`config.mk`:
```
export PLATFORM = sky130hd
export DESIGN_NAME = exp2_pipe
export DESIGN_NICKNAME = d
export VERILOG_FILES = /design/src/rtl/exp2_pipe.sv
export SDC_FILE = /design/constraint.sdc
export NUM_CORES = 1
export LEC_CHECK = 0
export BUFFER_PORTS_ARGS = -buffer_cell sky130_fd_sc_hd__buf_2
export CORE_UTILIZATION = 53
export CTS_CLUSTER_SIZE = 8
export DETAILED_ROUTE_END_ITERATION = 8
export HOLD_SLACK_MARGIN = 0.05
export PLACE_DENSITY_LB_ADDON = 0.08
export SLEW_MARGIN = 40
export SYNTH_ARGS = -nofsm -noshare
export SYNTH_HDL_FRONTEND = slang
export SYNTH_SLANG_ARGS = --single-unit
```
`constraint.sdc`:
```
create_clock -name clk -period 3.2 [get_ports clk]
set_input_delay 0.16 -clock clk [delete_from_list [all_inputs] [get_ports clk]]
set_output_delay 0.16 -clock clk [all_outputs]
set_load 0.005 [all_outputs]
```
`src/rtl/exp2_pipe.sv`:
```
`default_nettype none
// ============================================================================
// Module   : exp2_pipe
// Purpose  : Three-stage valid/ready base-2 exponential, y = 2^x, signed
//            fixed point, with optional second-order mantissa correction.
// Revision : 1.0 - initial pipelined release
// ============================================================================
module exp2_pipe #(
    parameter int IN_W  = 21,
    parameter int FRAC  = 9,
    parameter int OUT_W = 21
) (
    input  logic             clk,
    input  logic             rst_n,
    input  logic             in_valid,
    output logic             in_ready,
    input  logic [IN_W-1:0]  in_data,
    input  logic             in_mode,
    output logic             out_valid,
    input  logic             out_ready,
    output logic [OUT_W-1:0] out_data,
    output logic             out_sat,
    output logic             out_uflow
);

    localparam int c_iw = IN_W - FRAC;
    localparam int c_mw = FRAC + 1;
    localparam int c_pw = 2 * FRAC + 1;
    localparam int c_sw = OUT_W + 1;

    localparam logic signed [c_iw-1:0] c_sat_i   = c_iw'(OUT_W - 1 - FRAC);
    localparam logic signed [c_iw-1:0] c_uflow_i = c_iw'(-(FRAC + 1));
    localparam logic [c_mw-1:0]        c_one     = {1'b1, {FRAC{1'b0}}};
    localparam logic [OUT_W-1:0]       c_max     = {1'b0, {(OUT_W-1){1'b1}}};

    logic w_en;
    assign w_en     = out_ready | ~out_valid;
    assign in_ready = w_en;

    // ------------------------------------------------------------------
    // Stage 1: integer/fraction split and mantissa
    // ------------------------------------------------------------------
    logic [FRAC-1:0]  w_f;
    logic [c_pw-1:0]  w_f_ext;
    logic [c_pw-1:0]  w_fc_ext;
    logic [c_mw-1:0]  w_p;
    logic [c_mw-1:0]  w_c;
    logic [c_mw-1:0]  w_m;

    assign w_f      = in_data[FRAC-1:0];
    assign w_f_ext  = c_pw'(w_f);
    assign w_fc_ext = c_pw'(c_one - c_mw'(w_f));
    assign w_p      = c_mw'((w_f_ext * w_fc_ext) >> FRAC);
    // 11/32 * f(1-f) approximates the curvature of 2^f above the chord
    assign w_c      = (w_p >> 2) + (w_p >> 4) + (w_p >> 5);
    assign w_m      = c_one + c_mw'(w_f) - (in_mode ? w_c : '0);

    logic                   r_s1_valid;
    logic signed [c_iw-1:0] r_s1_i;
    logic [c_mw-1:0]        r_s1_m;

    always_ff @(posedge clk or negedge rst_n) begin
        if (!rst_n) begin
            r_s1_valid <= 1'b0;
            r_s1_i     <= '0;
            r_s1_m     <= '0;
        end else if (w_en) begin
            r_s1_valid <= in_valid;
            r_s1_i     <= in_data[IN_W-1:FRAC];
            r_s1_m     <= w_m;
        end
    end

    // ------------------------------------------------------------------
    // Stage 2: range classification and barrel shift
    // ------------------------------------------------------------------
    logic [c_iw-1:0] w_neg_i;
    logic [c_iw-1:0] w_shamt;
    logic [c_sw-1:0] w_m_ext;
    logic [c_sw-1:0] w_sh;
    logic            w_sat;
    logic            w_uflow;

    assign w_neg_i = -r_s1_i;
    assign w_shamt = r_s1_i[c_iw-1] ? w_neg_i : r_s1_i;
    assign w_m_ext = c_sw'(r_s1_m);
    assign w_sh    = r_s1_i[c_iw-1] ? (w_m_ext >> w_shamt) : (w_m_ext << w_shamt);
    // The guard bit can only be set when the exponent is already saturating
    assign w_sat   = (r_s1_i >= c_sat_i) | w_sh[OUT_W];
    assign w_uflow = (r_s1_i <= c_uflow_i);

    logic             r_s2_valid;
    logic [OUT_W-1:0] r_s2_sh;
    logic             r_s2_sat;
    logic             r_s2_uflow;

    always_ff @(posedge clk or negedge rst_n) begin
        if (!rst_n) begin
            r_s2_valid <= 1'b0;
            r_s2_sh    <= '0;
            r_s2_sat   <= 1'b0;
            r_s2_uflow <= 1'b0;
        end else if (w_en) begin
            r_s2_valid <= r_s1_valid;
            r_s2_sh    <= w_sh[OUT_W-1:0];
            r_s2_sat   <= w_sat;
            r_s2_uflow <= w_uflow;
        end
    end

    // ------------------------------------------------------------------
    // Stage 3: output select and flags
    // ------------------------------------------------------------------
    always_ff @(posedge clk or negedge rst_n) begin
        if (!rst_n) begin
            out_valid <= 1'b0;
            out_data  <= '0;
            out_sat   <= 1'b0;
            out_uflow <= 1'b0;
        end else if (w_en) begin
            out_valid <= r_s2_valid;
            if (!r_s2_valid) begin
                out_data  <= '0;
                out_sat   <= 1'b0;
                out_uflow <= 1'b0;
            end else if (r_s2_sat) begin
                out_data  <= c_max;
                out_sat   <= 1'b1;
                out_uflow <= 1'b0;
            end else if (r_s2_uflow) begin
                out_data  <= '0;
                out_sat   <= 1'b0;
                out_uflow <= 1'b1;
            end else begin
                out_data  <= r_s2_sh;
                out_sat   <= 1'b0;
                out_uflow <= 1'b0;
            end
        end
    end

endmodule
`default_nettype wire
```
======== Yosys cells after proc, flatten, opt, wreduce, memory -nomap -nowiden ========
Index checks and enable logic that the tools add are counted.
cells by class
  add/sub/neg operators ................... 6
  $mul .................................... 1
  $lt $le $gt $ge ......................... 2
  shifts and indexed selects .............. 2
  mux-type cells .......................... 11
  bitwise logic cells ..................... 3
operators with widths
  kind                   number
  $mux 21                3
  $mux 22                1
  $shl 10x12->22         1
  $shr 10x12->22         1
  $mul 10x11->19         1
  $ge 12x5->1 const B    1
  $le 12x5->1 const B    1
  $mux 12                1
  $neg 12->12            1
  $sub 10x9->11 const A  1
  $add 10x9->10 const A  1
  $add 9x5->10           1
  $mux 10                1
  $sub 10x10->10         1
  $add 8x6->9            1
  $mux 1                 5
  $or 1x1->1             2
  $not 1->1              1
storage, ports and cells
  flip-flop bits (word level) ............. 71
  word-level logic and storage cells ...... 36

======== Logic depth before layout (Yosys ltp) ========
  word-level depth ........................ 6
  gate-level depth with buffers ........... 40
  depth with buffers taken out ............ 39

======== Worst setup path after synthesis ========
No wires, ideal clock.
  path type ............................... input -> register
  start point ............................. input in_data[0]
  end point ............................... register r_s1_m[7]
  setup time .............................. 0.064 ns
  arrival ................................. 8.280 ns
  path slack .............................. -5.144 ns
  cell stages on the path ................. 38
  buffers on the path ..................... 1
  path through ............................ clkbuf_1 inv_1 ha_1 nand2_1 nor3_1 ha_1 nand2b_1 fa_1 inv_1 fa_1 inv_1 fa_1 inv_1 fa_1 inv_1 fa_1 inv_1 ha_1 [2 not listed] a211oi_1 o31ai_1 xor2_1 xor2_1 ha_1 fa_1 a21o_1 a21oi_1 o21bai_1 a21oi_1 xnor2_1 xnor2_1 nand2_1 ha_1 o21a_1 o31a_1 a211oi_1 a21o_1
on the way
  word-level cells in the longest chain between the ends .. 6
  elaborated cells on any way between the ends .. 7
  those cells by class .................... add/sub (5); mul (1); mux (1)
RTL lines
  item                    line  RTL
  start: declaration      17    input logic [IN_W-1:0] in_data,
  $sub 10x9->11           52    assign w_fc_ext = c_pw'(c_one - c_mw'(w_f));
  $mul 10x11->19          53    assign w_p = c_mw'((w_f_ext * w_fc_ext) >> FRAC);
  $add 8x6->9             55    assign w_c = (w_p >> 2) + (w_p >> 4) + (w_p >> 5);
  $add 9x5->10            55
  $mux 10                 56    assign w_m = c_one + c_mw'(w_f) - (in_mode ? w_c : '0);
  $sub 10x10->10 (*)      56
  end signal: assignment  70    r_s1_m <= w_m;
  end: declaration        60    logic [c_mw-1:0] r_s1_m;
Mark *: on every way between the ends. The rest lies on a longest branch, timed or not.
A chain may end at the register's enable or synchronous reset.

======== Worst setup path in the final report ========
  start point ............................. input in_data[1]
  end point ............................... register r_s1_m[7]
Same word-level chain as after synthesis.

==> results.md <==
- Run status: complete, but fails checks
- Violated checks: negative setup slack
- Layout cell share with drive strength beyond 1: 25.5%
- Final HPWL DP: 14800 um
- Max Root-Sink Buffers: 2
- Synthesized area: 0.00761 mm2
- Crit path kind: in2reg
- DRC: 0
- Starting Density: 54.6%
- WP data required: 3420 ps
- Top cells by area, synth: dfrtp_1 (23%), ha_1 (15%), fa_1 (14%)
- Number of fill cells: 1102
- Warning count from the yosys run: 0
- Die ar.: about 0.015 mm2
- Nets@finish: 1150
- Router iterations before antenna repair: 4
- Overall routing resource usage: 27.4%
- Post-synth EDFFs: 0
- Critical Path Fanout Max: 4
- Share of the synthesized area in the top cell type: 23.3%
- Slew @ Worst Pin: between 600 and 700 ps
- CTS Sinks: 71
- Yosys cell types: 64
- Vias/cell: 5.52
- Multi-input gate area: slightly below 0.006 mm2
- Post-synth ARST share: 100%
- Sequential share of the synthesized area: 23.3%
- Worst-Skew Late Latency: 330 ps
- Grt total ovfl: 0
- Slowest CP cell: fa_1
- Relative slew slack: 56.8%
- Avg Cell Area, Syn: ~9.1 um2
- WL/cell: 16.4 um
- Area leader, netlist: dfrtp_1
- CTS H-tree lvls: 3
- Initial antenna violation count: 0
- Cells after Synth: approximately 840
- Routability cong.: 0.919
- Worst setup EP type: register
- Crit-path max cell delay: 530 ps
- Fin. Hold Viols: 0
- Starting DRT DRC Count: 330
- Tmin final: 7660 ps
- I/O pins: 51
- Port bufs: 50
- Clk slew on worst S/H paths: 50 ps
- Worst Slack Setup Final: -4460 ps
- Most frequent CP cell: fa_1
- Die Wd: 122 um
- Top FF cell, synth: dfrtp_1
- CTS buffer count: 9
- CTS tree: yes
- First-pass GRT wire length: 32100 um
- CP Launch Type: primary input
- Count leader, synth: ha_1
- Max Fclk: between 100 and 150 MHz
- Layout area overhead: 27.4%
- Crit share post-route: 239%
- Pre-CTS WS: -5010 ps
- MaxCap Viol Count: 0
- # setup viols final: 10
- Vias post-DR: 6436
- Num rows: 43
- Placeable Area: 0.0139 mm2
- Drt total wl: 19100 um
- Arrival @ worst endpoint: 7880 ps
- Clock skew: 5.15 ps
- FF-to-FF setup slack: 220 ps
- Commonest cells post-synth: ha_1 (89), nand2_1 (82), inv_1 (81)
- Die Y: ~120 um
- Slew Limit Fails: 0
- Root buffer selected by CTS: clkbuf_16
- Antenna fix cells: 0
- Number of global-route vias before repair: 6890
- Sequential cell area: 0.00178 mm2
- Hold Crit Class: in2reg
- Seq cells post-synth: 71
- RSZ-0062 raised after global routing: true
- Largest net degree at the start of global routing: 65
- DRT antenna net count: 0
## repair_timing
| action | CTS | global route |
|---|---|---|
| setup endpoints to repair | 10 | 10 |
| hold buffers | 14 | 0 |
| gates resized for setup | 48 | 19 |
| endpoints found under the hold margin | 33 | 0 |
| setup buffers | 11 | 1 |
| pin swaps | 51 | 28 |
## flip-flops by register name, summed over array words and instances (netlist names)
signal      flops
out_data       21
out_sat         1
out_uflow       1
out_valid       1
r_s1_i         12
r_s1_m         10
r_s1_valid      1
r_s2_sat        1
r_s2_sh        21
r_s2_uflow      1
r_s2_valid      1
## path summary, 6_finish.rpt
path                            start     endpoint  cells past startpoint
max in group asynchronous       rst_n  out_data[5]                      3
min reg2reg                  r_s2_sat    out_uflow                      1
max reg2reg                 r_s1_i[0]   r_s2_sh[9]                      9
max                        in_data[1]    r_s1_m[7]                     37
min                         out_ready   r_s1_i[11]                      4
min in group asynchronous       rst_n    r_s1_i[9]                      2
## stage by stage
stage	hold WS (ps)	utilization, %	TNS, ps	cell area (um2)	std cells
final	122	69.6	-38990	9700	1165
after global routing	134	69.6	-42230	9700	1165
after CTS	114	68.8	-38830	9580	1164
after detailed placement	141	63.1	-44190	8800	1123
after global placement	127	63.1	-41910	8800	1123
after floorplan	-136	-	-37720	7800	842
## cells by family (layout without fill, tap and decap cells)
| logic type | after synthesis | count (layout) | synth area share [%] |
|---|---|---|---|
| and+or+nand+nor | 269 | 269 | 18.1 |
| other | 2 | 9 | 0.0987 |
| buffers and inverters | 126 | 269 | 6.49 |
| adders and majority gates | 145 | 145 | 29.2 |
| DFF | 71 | 71 | 23.3 |
| muxes | 29 | 29 | 4.04 |
| xor gates and xnor gates | 31 | 31 | 3.57 |
| AOI/OAI and AO/OA | 162 | 162 | 15.1 |
## cell usage in the layout, fill, tap and decap left out, types with 15 or more instances in the layout
master    Yosys  routed
dfrtp_1      71      71
xnor2_1      18      15
ha_1         89      75
fa_1         55      52
inv_1        81      78
a221o_1      25      25
buf_2         4      47
nand2_1      82      81
nor2b_1      31      28
buf_4         0     100
nand2b_1     35      33
o21ai_0      33      26
mux2i_1      26      26
nor2_1       49      45
a21oi_1      31      22
## metal layers
layer	wire length (um)	GRT usage [%]
met1	7960	31.6
met2	10100	50.4
met3	326	2.11
met4	742	13.8
met5	0	0
## layout make-up
cell class	instances	share of cell area [%]
clock buffers	10	2.46
clock inverters	6	0.619
inverters	82	3.25
multi-input cells	645	60.1
flip-flops and latches	71	18.3
well taps	180	2.32
repair buffers	171	12.9
## critical path: cells and delay by family
kind	cells	cell delay, ps
fa+ha+maj	10	3940
compound gates	11	1840
simple gates	6	830
xor+xnor	4	780
buf+inv	6	340
Power is left out: the tool's default activity adds up to more than one toggle a clock period on the data nets, which glitch-free logic cannot reach.
